File: config.mk
export PLATFORM = sky130hd
export DESIGN_NAME = mmio_uart_tx
export DESIGN_NICKNAME = d
export VERILOG_FILES = /design/src/rtl/mmio_uart_tx.sv
export SDC_FILE = /design/constraint.sdc
export NUM_CORES = 1
export LEC_CHECK = 0
export BUFFER_PORTS_ARGS = -buffer_cell sky130_fd_sc_hd__buf_2
export CAP_MARGIN = 20
export CORE_MARGIN = 2
export CORE_UTILIZATION = 41
export DETAILED_ROUTE_END_ITERATION = 7
export PLACE_DENSITY_LB_ADDON = 0.08
export SLEW_MARGIN = 30
export SYNTH_ARGS = -nofsm -noshare
export SYNTH_HDL_FRONTEND = slang
export SYNTH_SLANG_ARGS = --single-unit
File: constraint.sdc
create_clock -name clk -period 6.8 [get_ports clk]
set_input_delay 0.68 -clock clk [delete_from_list [all_inputs] [get_ports clk]]
set_output_delay 0.68 -clock clk [all_outputs]
set_load 0.01 [all_outputs]
File: src/rtl/mmio_uart_tx.sv
// mmio_uart_tx: memory-mapped 8N1 serial transmitter (LSB first, idle high) fed by a small byte FIFO.
// Latency: register reads return on D_out with hit one clock after the access; an idle line starts a frame one clock after a DATA write.
// Backpressure: none on the bus; a DATA write into a full FIFO is dropped and sets the sticky overflow flag.
// Build option: define MMIO_UART_TX_IRQ_EN to add the irq output and the CTRL irq_enable bit.
module mmio_uart_tx #(
    parameter logic [15:0] BASE       = 16'h0400,
    parameter int          DEPTH_LOG2 = 2,
    parameter logic [15:0] DIV_RESET  = 16'd15
) (
    input  logic        clk,
    input  logic        rst,
    input  logic        RW,
    input  logic [15:0] AD,
    input  logic [7:0]  D_in,
    output logic [7:0]  D_out,
    output logic        hit,
    output logic        tx
`ifdef MMIO_UART_TX_IRQ_EN
    ,
    output logic        irq
`endif
);

    localparam int DEPTH = 1 << DEPTH_LOG2;

    typedef enum logic [1:0] {IDLE, START, DATA, STOP} state_t;

    state_t                state;
    logic [7:0]            fifo_mem [DEPTH];
    logic [DEPTH_LOG2-1:0] wr_ptr;
    logic [DEPTH_LOG2-1:0] rd_ptr;
    logic [DEPTH_LOG2:0]   count;
    logic [15:0]           div;
    logic [15:0]           bitdiv;
    logic [15:0]           baud_cnt;
    logic [7:0]            shift;
    logic [2:0]            bit_idx;
    logic                  overflow;
    logic [7:0]            rd_val;

`ifdef MMIO_UART_TX_IRQ_EN
    logic                  irq_en;
`endif

    // Window decode: the subtraction wraps, so anything below BASE lands far above 7.
    logic [15:0] offset;
    logic        in_win;
    logic        wr_acc;
    logic        rd_acc;
    assign offset = AD - BASE;
    assign in_win = (offset[15:3] == 13'd0);
    assign wr_acc = in_win & ~RW;
    assign rd_acc = in_win & RW;

    // count never exceeds DEPTH, so its MSB alone marks full.
    logic full;
    logic empty;
    logic busy;
    logic bit_end;
    logic pop;
    logic push;
    logic push_ok;
    assign full    = count[DEPTH_LOG2];
    assign empty   = (count == '0);
    assign busy    = (state != IDLE);
    assign bit_end = (baud_cnt == 16'd0);
    assign pop     = ~empty & ((state == IDLE) | ((state == STOP) & bit_end));
    assign push    = wr_acc & (offset[2:0] == 3'd0);
    // A pop in the same cycle frees the slot, so a full FIFO still accepts the push.
    assign push_ok = push & (~full | pop);

    // Register read mux; reserved offsets and DATA read as zero.
    always_comb begin
        rd_val = 8'h00;
        case (offset[2:0])
            3'd1:    rd_val = {4'b0000, overflow, empty, full, busy};
            3'd2:    rd_val = div[7:0];
            3'd3:    rd_val = div[15:8];
`ifdef MMIO_UART_TX_IRQ_EN
            3'd4:    rd_val = {7'b0000000, irq_en};
`endif
            default: rd_val = 8'h00;
        endcase
    end

    // FIFO storage; contents are don't-care until written, so no reset.
    always_ff @(posedge clk) begin
        if (push_ok) begin
            fifo_mem[wr_ptr] <= D_in;
        end
    end

    // FIFO pointers and occupancy; pointers wrap naturally at DEPTH.
    always_ff @(posedge clk) begin
        if (rst) begin
            wr_ptr <= '0;
            rd_ptr <= '0;
            count  <= '0;
        end else begin
            if (push_ok) begin
                wr_ptr <= wr_ptr + 1'b1;
            end
            if (pop) begin
                rd_ptr <= rd_ptr + 1'b1;
            end
            case ({push_ok, pop})
                2'b10:   count <= count + 1'b1;
                2'b01:   count <= count - 1'b1;
                default: count <= count;
            endcase
        end
    end

    // Bus side: registered read data, divisor writes, sticky overflow cleared by a STATUS read.
    always_ff @(posedge clk) begin
        if (rst) begin
            D_out    <= 8'h00;
            hit      <= 1'b0;
            div      <= DIV_RESET;
            overflow <= 1'b0;
        end else begin
            hit <= rd_acc;
            if (rd_acc) begin
                D_out <= rd_val;
            end
            if (push & ~push_ok) begin
                overflow <= 1'b1;
            end else if (rd_acc && (offset[2:0] == 3'd1)) begin
                overflow <= 1'b0;
            end
            if (wr_acc && (offset[2:0] == 3'd2)) begin
                div[7:0] <= D_in;
            end
            if (wr_acc && (offset[2:0] == 3'd3)) begin
                div[15:8] <= D_in;
            end
        end
    end

    // Transmit FSM: each bit lasts bitdiv+1 clocks; the divisor is sampled only at frame start.
    always_ff @(posedge clk) begin
        if (rst) begin
            state    <= IDLE;
            tx       <= 1'b1;
            shift    <= 8'h00;
            bitdiv   <= 16'd0;
            baud_cnt <= 16'd0;
            bit_idx  <= 3'd0;
        end else begin
            case (state)
                IDLE: begin
                    tx <= 1'b1;
                    if (!empty) begin
                        shift    <= fifo_mem[rd_ptr];
                        bitdiv   <= div;
                        baud_cnt <= div;
                        tx       <= 1'b0;
                        state    <= START;
                    end
                end
                START: begin
                    if (bit_end) begin
                        baud_cnt <= bitdiv;
                        tx       <= shift[0];
                        bit_idx  <= 3'd0;
                        state    <= DATA;
                    end else begin
                        baud_cnt <= baud_cnt - 16'd1;
                    end
                end
                DATA: begin
                    if (bit_end) begin
                        baud_cnt <= bitdiv;
                        if (bit_idx == 3'd7) begin
                            tx    <= 1'b1;
                            state <= STOP;
                        end else begin
                            shift   <= {1'b0, shift[7:1]};
                            tx      <= shift[1];
                            bit_idx <= bit_idx + 3'd1;
                        end
                    end else begin
                        baud_cnt <= baud_cnt - 16'd1;
                    end
                end
                STOP: begin
                    if (bit_end) begin
                        if (!empty) begin
                            // Back-to-back frame: no idle gap after the stop bit.
                            shift    <= fifo_mem[rd_ptr];
                            bitdiv   <= div;
                            baud_cnt <= div;
                            tx       <= 1'b0;
                            state    <= START;
                        end else begin
                            state <= IDLE;
                        end
                    end else begin
                        baud_cnt <= baud_cnt - 16'd1;
                    end
                end
                default: begin
                    tx    <= 1'b1;
                    state <= IDLE;
                end
            endcase
        end
    end

`ifdef MMIO_UART_TX_IRQ_EN
    // Interrupt when enabled and all queued data has fully left the line.
    always_ff @(posedge clk) begin
        if (rst) begin
            irq_en <= 1'b0;
            irq    <= 1'b0;
        end else begin
            if (wr_acc && (offset[2:0] == 3'd4)) begin
                irq_en <= D_in[0];
            end
            irq <= irq_en & empty & (state == IDLE);
        end
    end
`endif

endmodule

==> Word level (Yosys, flattened, before mapping) <==
Memory sizes are Yosys's and may differ from the RTL's. A register that Yosys moved wholly into a read port is not among the register bits.
Cells that the tools add are included.
{ "totals": {"ff_bits": 79, "mem_bits_rw": 32, "out_inout_bits": 10, "wordCells": 109, "mem_count": 1} }
{ "memory_table": {"columns": ["name", "depth", "width", "read_ports", "rd_clocked_by_memory_dff", "wr", "line", "source"], "rows": [
  ["fifo_mem", 4, 8, 1, 1, 1, "29", "logic [7:0] fifo_mem [DEPTH];"]
]} }
{ "classes": {"n_addsub": 7, "eq_ne": 16, "muxes": 38, "bitwise": 13, "reduce_logical": 20} }
{ "ops": {"columns": ["op", "n"], "rows": [
  ["two-way mux 16 bit", 5],
  ["one-hot mux 16 bit (3 select lines)", 1],
  ["one-hot mux 8 bit (3 select lines)", 2],
  ["two-way mux 8 bit", 4],
  ["one-hot mux 16 bit (2 select lines)", 1],
  ["logical NOT 16 bit", 1],
  ["subtractor 16 x 1 -> 16 bit, second input constant", 1],
  ["subtractor 16 x 11 -> 16 bit, second input constant", 1],
  ["two-way mux 2 bit", 7],
  ["inequality test 2 bit, second input constant", 7],
  ["logical NOT 13 bit", 1],
  ["one-hot mux 3 bit (2 select lines)", 2],
  ["AND reduction 4 bit", 3],
  ["two-way mux 1 bit", 11],
  ["nonzero test 2 bit", 5],
  ["two-way mux 3 bit", 3],
  ["one-hot mux 2 bit (4 select lines)", 1],
  ["AND 1 bit", 7],
  ["adder 3 x 1 -> 3 bit, second input constant", 2],
  ["== test 2 bit, second input constant", 3],
  ["== test 3 x 2 -> 1 bit, second input constant", 2],
  ["logical NOT 3 bit", 2],
  ["AND reduction 5 bit", 1],
  ["adder 2 x 1 -> 2 bit, second input constant", 2],
  ["other kinds (12)", 19]
]} }

==> Longest topological paths before layout <==
Gate-level depths: netlist (run 1).
{ "depth": {"word_depth": 9, "mapped_depth": 14} }

==> Least setup slack after synthesis (run 1) <==
OpenSTA, ideal clock, no wires.
{ "synth_timing": {"path_type": "input port to flip-flop", "from": "input AD[3]", "to": "register count[2]", "setup_ns": 0.071, "arrival_ns": 3.026, "required_time_ns": 6.729, "setup_slack_ns": 3.704, "path_stages": 12, "n_path_buf": 1, "cell_sequence": "or4_4 nor4b_4 and3_2 clkbuf_1 and2_1 inv_1 ha_1 inv_1 fa_1 xor2_1 or3_1 a21oi_1"} }
{ "synth_via": {"elab_chain_cells": 7} }
{ "synth_rtl": {"columns": ["element", "line", "source"], "rows": [
  ["start: declaration", "13", "input logic [15:0] AD,"],
  ["subtractor 16 x 11 -> 16 bit *", "50", "assign offset = AD - BASE;"],
  ["logical NOT 13 bit *", "51", "assign in_win = (offset[15:3] == 13'd0);"],
  ["AND 1 bit *", "52", "assign wr_acc = in_win & ~RW;"],
  ["AND 1 bit *", "68", "assign push = wr_acc & (offset[2:0] == 3'd0);"],
  ["AND 1 bit *", "70", "assign push_ok = push & (~full | pop);"],
  ["== test 2 x 1 -> 1 bit or == test 2 bit (tied branches)", "106", "case ({push_ok, pop})"],
  ["one-hot mux 3 bit (2 select lines) or nonzero test 2 bit (tied branches)", null, null],
  ["end signal: assignment", "107", "2'b10: count <= count + 1'b1;"],
  ["end signal: assignment", "108", "2'b01: count <= count - 1'b1;"],
  ["end signal: assignment", "109", "default: count <= count;"],
  ["end: declaration", "32", "logic [DEPTH_LOG2:0] count;"]
]} }
Every way passes the cells marked *; elsewhere a longest branch is shown, timed or not.
A chain may end at the register's enable or synchronous reset.

==> Final worst setup path (run 1) <==
{ "layout_timing": {"from": "register state[1]", "to": "register count[2]"} }
{ "layout_via": {"elab_chain_cells": 8} }
{ "layout_rtl": {"columns": ["element", "line", "source"], "rows": [
  ["start: declaration", "28", "state_t state;"],
  ["start signal: assignment", "143", "state <= IDLE;"],
  ["start signal: assignment", "158", "state <= START;"],
  ["start signal: assignment", "166", "state <= DATA;"],
  ["== test 2 bit", "67", "assign pop = ~empty & ((state == IDLE) | ((state == STOP) & bit_end));"],
  ["AND 1 bit", "67", null],
  ["OR 1 bit *", "67", null],
  ["AND 1 bit *", "67", null],
  ["via pop", "60", "logic pop;"],
  ["OR 1 bit", "70", null],
  ["AND 1 bit", "70", null],
  ["== test 2 x 1 -> 1 bit or == test 2 bit (tied branches)", "106", null],
  ["one-hot mux 3 bit (2 select lines) or nonzero test 2 bit (tied branches)", null, null]
]} }
The timed path passes the listed nets; every way through them passes the cells marked *.

==> impl_summary.txt, run 1 <==
----------------------------------------------------
[Status]
  Result of the run ... completed

[STA]
  Post-Route Skew ... 0.00700 ns
  Post-layout worst setup margin ... 3.53 ns
  Crit share post-route ... 48.2%
  Maximum clock frequency ... 0.305 GHz
  Number of endpoints with negative hold slack in the final report ... 0
  Total of endpoints with negative setup slack in the final report ... 0
  Slew margin rel. ... 44.2%
  Shortest clock period the worst path allows after layout ... 3.27 ns
  Setup TNS ... 0 ns
  Unrepaired setup endpoints after global routing ... false
  Max-slew violation total from the final report ... 0
  Slew @ Worst Pin ... 0.837 ns

[Cells and area]
  Diodes inserted ... 0
  Area Growth Syn to Fin ... 16.5%
  Fill cell count ... 1244
  Footprint of the flip-flops and latches ... 2580 um^2
  Fraction of final layout cells sized beyond drive strength 1 ... 18.0%
  Final #Nets ... 609
  Area occupied by multi-input gates ... 2740 um^2

[Yosys]
  Synthesis warning total ... 0
  Post-synthesis cell type with the largest combined area ... sky130_fd_sc_hd__dfxtp_1
  Main area contributors after synthesis ... sky130_fd_sc_hd__dfxtp_1 29%, sky130_fd_sc_hd__edfxtp_1 17%, sky130_fd_sc_hd__mux2i_1 6.5%
  Top-area cell type share of the netlist area ... 29.4%
  Number of synthesized register bits ... 113
  Post-synthesis adder-cell area fraction ... 3.54%
  Simple-gate area share of the yosys netlist ... 18.8%
  Main synth FF type ... sky130_fd_sc_hd__dfxtp_1
  Synth Instances ... 541
  Cell area after synthesis ... 5510 um^2
  Portion of netlist area occupied by mux cells ... 10.2%
  Number of enable flip-flop cells after synthesis ... 32
  Async set or reset register ratio after synthesis ... 0%
  Seq/Total Area, Yosys ... 46.9%
  Complex-gate fraction of the synthesized area ... 14.9%
  Synth unique cells ... 71
  Share of the synthesized netlist area taken by xor and xnor gates ... 2.23%
  Syn Nets ... 583
  Mean instance size in the synthesized netlist ... 10.2 um^2
  Combinational family with the most area after synthesis ... simple AND/OR/NAND/NOR gates

[Floorplan]
  Initial core utilization ... 41.8%
  Core area ... 13200 um^2
  Number of standard-cell rows in the floorplan ... 42
  Vertical extent of the die ... 120 um
  Total I/O pin count ... 37
  Die area ... 14400 um^2
  Chip Width ... 120 um

[CTS]
  CTS Buffer Depth ... 2
  TritonCTS clock tree ... built
  CTS buffer count ... 17
  Worst-path clk slew ... 0.05 ns
  Post-CTS Setup Repair Bufs ... 0
  Number of buffers added to fix hold violations after cts ... 0
  Quantity of gates resized following cts ... 0
  Root buf cell ... sky130_fd_sc_hd__clkbuf_16
  Sinks on Clock Net ... 113
  Insertion delay of the later-clocked pin in the worst-skew pair ... 0.41 ns
  H-Tree Level Count ... 4

[Worst setup path]
  Maximum cell stage delay along the critical path ... 0.47 ns
  Sum of buffers and inverters on the critical path ... 2
  CP max-delay cell ... sky130_fd_sc_hd__ha_1
  Required @ worst endpoint ... 7.14 ns
  CP top delay family ... simple AND/OR/NAND/NOR gates
  Cells traversed along the worst timing path ... ha_1 -> nor4bb_1 -> and4_1 -> o21ai_0 -> inv_1 -> ha_1 -> inv_1 -> fa_1 -> xor2_1 -> or3_1 -> a21oi_1
  Critical Path Fanout Max ... 11
  Nature of the critical path endpoint ... register
  Data arrival time of the worst path ... 3.61 ns
  Start-to-end type of the worst setup path ... register to register
  Startpoint Class ... register

[Drt]
  Routed via count ... 4141
  Number of antenna-violating nets in the routed design ... 0
  Via density ... 5.48
  DRT Pass-1 Iters ... 4
  Remaining routing DRC violations ... 0
  Routed wire length per instance ... 17.4 um
  Detailed router's first-iteration violation count ... 245
  Final WL ... 13.2 mm

[Global routing]
  Wire length of the first global-routing pass ... 21.4 mm
  Maximum number of pins on one net before global-route repair ... 78
  Number of global-route vias before repair ... 4039
  Tot GR Track Use ... 19.5%
  Overflow left after global routing ... 0
  Number of antenna violations at the first check in global routing ... 0

[Placement]
  Place WS ... 3.55 ns
  Final GP Congestion ... 0.871
  IO buf count ... 36
  Post-detailed-placement half-perimeter wirelength ... 8.84 mm

[Power and ir drop]
  Total power per unit cell area ... 271 nW/um^2
  Share of power burned in the clock network ... 53.2%
  Total net switching power ... 398 uW
  Part of the power in combinational logic ... 6.5%
  Static leakage power ... 2.39 nW
  Net Sw Frac ... 22.9%
  Cell internal pwr ... 1.34 mW
  Sequential power share ... 40.2%
  IR drop worst, VDD ... 0.187 mV

[Hold path]
  Classification of the worst-slack hold path ... register to register

[Run]
  Number of maximum-capacitance constraint violations ... 0

----------------------------------------------------
cell families after synthesis:
logic type      count (synthesis)
compound gates                125
fa+ha+maj                      15
flops                         113
mux                            46
xor+xnor                       14
buf+inv                        46
simple gates                  182
power by group through the flow:
| stage | clock network (mW) | logic [mW] | registers, mW |
|---|---|---|---|
| floorplan | 0 | 0.0769 | 0.714 |
| global placement | 0 | 0.114 | 0.714 |
| detailed placement | 0 | 0.114 | 0.714 |
| CTS | 0.942 | 0.115 | 0.700 |
| global route | 0.980 | 0.126 | 0.700 |
| finish | 0.926 | 0.114 | 0.700 |
layout by cell type, fill, tap and decap left out, types with 3 or more instances in the layout:
cell type                    count
sky130_fd_sc_hd__a211o_1         4
sky130_fd_sc_hd__a211oi_1        4
sky130_fd_sc_hd__a21oi_1        38
sky130_fd_sc_hd__a22oi_1         9
sky130_fd_sc_hd__a2bb2oi_1       6
sky130_fd_sc_hd__and2_1          9
sky130_fd_sc_hd__and3_1          6
sky130_fd_sc_hd__and4_1          3
sky130_fd_sc_hd__buf_2          36
sky130_fd_sc_hd__buf_4           3
sky130_fd_sc_hd__bufinv_16       4
sky130_fd_sc_hd__clkbuf_16      17
sky130_fd_sc_hd__clkinv_2        3
sky130_fd_sc_hd__clkinv_4        3
sky130_fd_sc_hd__clkinvlp_4      4
sky130_fd_sc_hd__dfxtp_1        81
sky130_fd_sc_hd__edfxtp_1       32
sky130_fd_sc_hd__ha_1           14
sky130_fd_sc_hd__inv_1          14
sky130_fd_sc_hd__mux2i_1        36
sky130_fd_sc_hd__mux4_2          8
sky130_fd_sc_hd__nand2_1        60
sky130_fd_sc_hd__nand3_1         8
sky130_fd_sc_hd__nand4_1         4
sky130_fd_sc_hd__nand4b_1        8
sky130_fd_sc_hd__nor2_1         35
sky130_fd_sc_hd__nor2b_1         8
sky130_fd_sc_hd__nor3b_1         3
sky130_fd_sc_hd__o21ai_0        27
sky130_fd_sc_hd__o22ai_1         7
sky130_fd_sc_hd__o31ai_1         9
sky130_fd_sc_hd__or3_1          10
sky130_fd_sc_hd__or3_2           3
sky130_fd_sc_hd__xor2_1         12
synthesized netlist by cell type (all sizes together), types with 6 or more instances:
master,instances
a21oi,40
a22oi,9
a2bb2oi,6
and2,9
and3,7
buf,7
clkbuf,25
dfxtp,81
edfxtp,32
ha,14
inv,14
mux2i,36
mux4,8
nand2,60
nand3,9
nand4b,8
nor2,36
nor2b,8
o21ai,28
o22ai,7
o31ai,9
or3,14
xor2,12
worst paths after layout:
path	startpoint	end	slack, ns	cells after the start
hold / removal	D_out[0]	D_out[0]	0.45	2
setup reg to reg	state[1]	count[2]	3.53	11
setup / recovery	state[1]	count[2]	3.53	11
hold reg to reg	D_out[0]	D_out[0]	0.45	2
area by class of cell:
cell class	instances	share of cell area [%]
clock buffers	17	6.63
clock inverters	14	2.98
inverters	14	0.819
multi-input cells	382	42.7
flip-flops and latches	113	40.2
well taps	176	3.43
repair buffers	39	3.16
metal layers:
layer	global-route usage, %	up-vias	routed length (um)
li1	-	2046	-
met1	26.5	2012	6300
met2	30.2	75	6160
met4	6.91	0	127
met5	0	-	0
met3	4.85	8	568
state kept, by name, summed over array words and instances (netlist names), named ones only:
| register | count |
|---|---|
| bitdiv | 16 |
| fifo_mem | 32 |
| count | 3 |
| hit | 1 |
| baud_cnt | 16 |
| wr_ptr | 2 |
| div | 16 |
| shift | 8 |
| D_out | 8 |
| overflow | 1 |
| rd_ptr | 2 |
| bit_idx | 3 |
| state | 2 |
| tx | 1 |
through the flow:
| stage | hold WS, ns | utilization [%] | cell area (um^2) | std cells | power (mW) |
|---|---|---|---|---|---|
| floorplan | 0.432 | - | 5510 | 541 | 0.791 |
| global placement | 0.439 | 43.9 | 5800 | 724 | 0.828 |
| detailed placement | 0.440 | 44.0 | 5800 | 724 | 0.829 |
| CTS | 0.448 | 48.6 | 6420 | 755 | 1.76 |
| global route | 0.462 | 48.6 | 6420 | 755 | 1.81 |
| finish | 0.448 | 48.6 | 6420 | 755 | 1.74 |
worst register-to-register path, delay by kind of cell, from the launching register on:
kind	cells	cell delay (ns)
xor gates and xnor gates	1	0.16
and+or+nand+nor	3	1.09
DFF	1	0.39
adders and majority gates	3	1.04
buffers and inverters	2	0.19
AOI/OAI and AO/OA	2	0.31
No activity file was read; power rests on OpenSTA's default activity.
==> run 2: changes to the inputs <==
clock period = 3.3 ns   (was 6.8 ns; I/O delays follow)
==> impl_summary.txt, run 2 (synthesis gave the netlist of run 1 again) <==
----------------------------------------------------
[Placement]
  Final GP Congestion ... 0.853
  IO buf count ... 36
  Post-detailed-placement half-perimeter wirelength ... 9.41 mm

[Drt]
  Number of antenna-violating nets in the routed design ... 0
  Detailed router's first-iteration violation count ... 267
  Routed via count ... 4102
  Remaining routing DRC violations ... 0
  Via density ... 5.36
  DRT Pass-1 Iters ... 4
  Routed wire length per instance ... 17.6 um
  Final WL ... 13.5 mm

[Power and ir drop]
  IR drop worst, VDD ... 0.401 mV
  Static leakage power ... 2.44 nW
  Total power per unit cell area ... 562 nW/um^2
  Tot Pwr ... 3.65 mW

[Worst setup path]
  Data arrival time of the worst path ... 3.24 ns
  Required @ worst endpoint ... 3.63 ns
  CP max-delay cell ... sky130_fd_sc_hd__and4_1
  Most used cell along the critical path ... sky130_fd_sc_hd__inv_1
  Maximum cell stage delay along the critical path ... 0.39 ns
  Critical Path Fanout Max ... 6
  Nature of the critical path endpoint ... register
  R2r startpoint ... baud_cnt[0]
  Setup crit start ... baud_cnt[0]
  Cells traversed along the worst timing path ... inv_1 -> ha_1 -> nor4bb_1 -> and4_1 -> o21ai_0 -> inv_1 -> ha_1 -> inv_1 -> fa_1 -> xor2_1 -> or3_1 -> a21oi_1
  Number of cells on the worst reg-to-reg path ... 12
  End of the worst register-to-register path ... count[2]
  Worst R2R Setup Slack ... 0.39 ns
  Startpoint Class ... register
  Start-to-end type of the worst setup path ... register to register

[Floorplan]
  Die area ... 14400 um^2
  Total I/O pin count ... 37
  Vertical extent of the die ... 120 um
  Initial core utilization ... 41.8%
  Chip Width ... 120 um
  Core area ... 13200 um^2
  Number of standard-cell rows in the floorplan ... 42

[STA]
  Slew @ Worst Pin ... 0.891 ns
  Max-slew violation total from the final report ... 0
  Number of endpoints with negative hold slack in the final report ... 0
  Slew margin rel. ... 40.3%
  Crit share post-route ... 88.2%
  Setup TNS ... 0 ns
  Unrepaired setup endpoints after global routing ... false
  Post-Route Skew ... 0.00937 ns
  WHS ... 0.206 ns
  Shortest clock period the worst path allows after layout ... 2.91 ns
  Total of endpoints with negative setup slack in the final report ... 0
  Maximum clock frequency ... 0.344 GHz

[Cells and area]
  Fraction of final layout cells sized beyond drive strength 1 ... 18.8%
  Area Growth Syn to Fin ... 17.9%
  Highest-count cells in the layout ignoring fill and taps ... 81 x sky130_fd_sc_hd__dfxtp_1, 60 x sky130_fd_sc_hd__nand2_1, 38 x sky130_fd_sc_hd__a21oi_1
  Commonest non-fill, non-tap cell in the layout ... sky130_fd_sc_hd__dfxtp_1
  Most flops, register ... fifo_mem
  Diodes inserted ... 0
  Final #Nets ... 618
  Flip-flop count of the largest register after layout ... 32

[Global routing]
  Number of global-route vias before repair ... 4140
  Wire length of the first global-routing pass ... 22.0 mm
  Overflow left after global routing ... 0
  Tot GR Track Use ... 20.0%
  Maximum number of pins on one net before global-route repair ... 33
  Number of antenna violations at the first check in global routing ... 0

[Run]
  Number of maximum-capacitance constraint violations ... 0

[CTS]
  CTS Buffer Depth ... 2
  Quantity of gates resized following cts ... 0
  TritonCTS clock tree ... built
  CTS buffer count ... 17
  Worst-path clk slew ... 0.06 ns
  H-Tree Level Count ... 4
  Sinks on Clock Net ... 113
  Number of buffers added to fix hold violations after cts ... 0
  Insertion delay of the later-clocked pin in the worst-skew pair ... 0.41 ns
  Root buf cell ... sky130_fd_sc_hd__clkbuf_16
  Post-CTS Setup Repair Bufs ... 0

[Hold path]
  Hold EP ... hit
  Launch point of the worst hold path ... RW
  Min-Delay Path Depth ... 3
  Classification of the worst-slack hold path ... input port to register

[Status]
  Result of the run ... completed

----------------------------------------------------
## run 2: cell types whose count changed in the layout (fill, tap and decap cells not counted)
cell	delta
sky130_fd_sc_hd__clkinvlp_4	-2
sky130_fd_sc_hd__inv_6	+5
sky130_fd_sc_hd__clkinv_2	-3
sky130_fd_sc_hd__clkinv_4	-1
sky130_fd_sc_hd__clkinv_1	+2
sky130_fd_sc_hd__o21bai_2	-1
sky130_fd_sc_hd__buf_4	+9
sky130_fd_sc_hd__o21bai_1	+1
## run 2: stage by stage
step / instance area [um^2] / utilization (%) / setup WS (ns) / std cells
6_report: 6490 / 49.2 / 0.391 / 765
5_1_grt: 6490 / 49.2 / 0.197 / 765
4_1_cts: 6490 / 49.2 / 0.404 / 765
3_5_place_dp: 5860 / 44.5 / 0.383 / 733
3_3_place_gp: 5860 / 44.5 / 0.456 / 733
2_1_floorplan: 5510 / - / 0.554 / 541
## run 2: critical path, delay by kind of cell, from the launching register on
kind,cells,cell delay [ns]
buffers and inverters,3,0.27
DFF,1,0.33
and+or+nand+nor,3,0.97
AOI/OAI and AO/OA,2,0.33
adders and majority gates,3,0.78
xor gates and xnor gates,1,0.16
## run 2: area by class of cell
type,instances,area (um^2)
clock buffer,17,425
sequential,113,2580
multi-input combinational,382,2740
clock inverter,15,204
timing repair buffer,48,270
tap,176,220
inverter,14,52.6
fill,1213,6700
## run 2: worst max path at each step
stage | endpoint | slack (ns) | cells after the start
2_1_floorplan | count[2] | 0.55 | 12
3_3_place_gp | count[2] | 0.46 | 12
3_5_place_dp | count[2] | 0.38 | 12
4_1_cts | count[2] | 0.40 | 12
5_1_grt | count[2] | 0.20 | 12
6_report | count[2] | 0.39 | 12
## run 2: routing by layer
metal / part of all wire [%] / GRT usage, % / vias up
li1: - / - / 2056
met1: 48 / 27.0 / 1965
met2: 47 / 31.2 / 72
met3: 4.0 / 6.08 / 9
met4: 0.65 / 5.37 / 0
met5: 0 / 0 / -
## run 2: where the power goes
group | total (mW) | internal (mW) | switching [mW]
Clock | 1.96 | 1.27 | 0.690
Sequential | 1.44 | 1.43 | 0.00886
Combinational | 0.247 | 0.0855 | 0.161
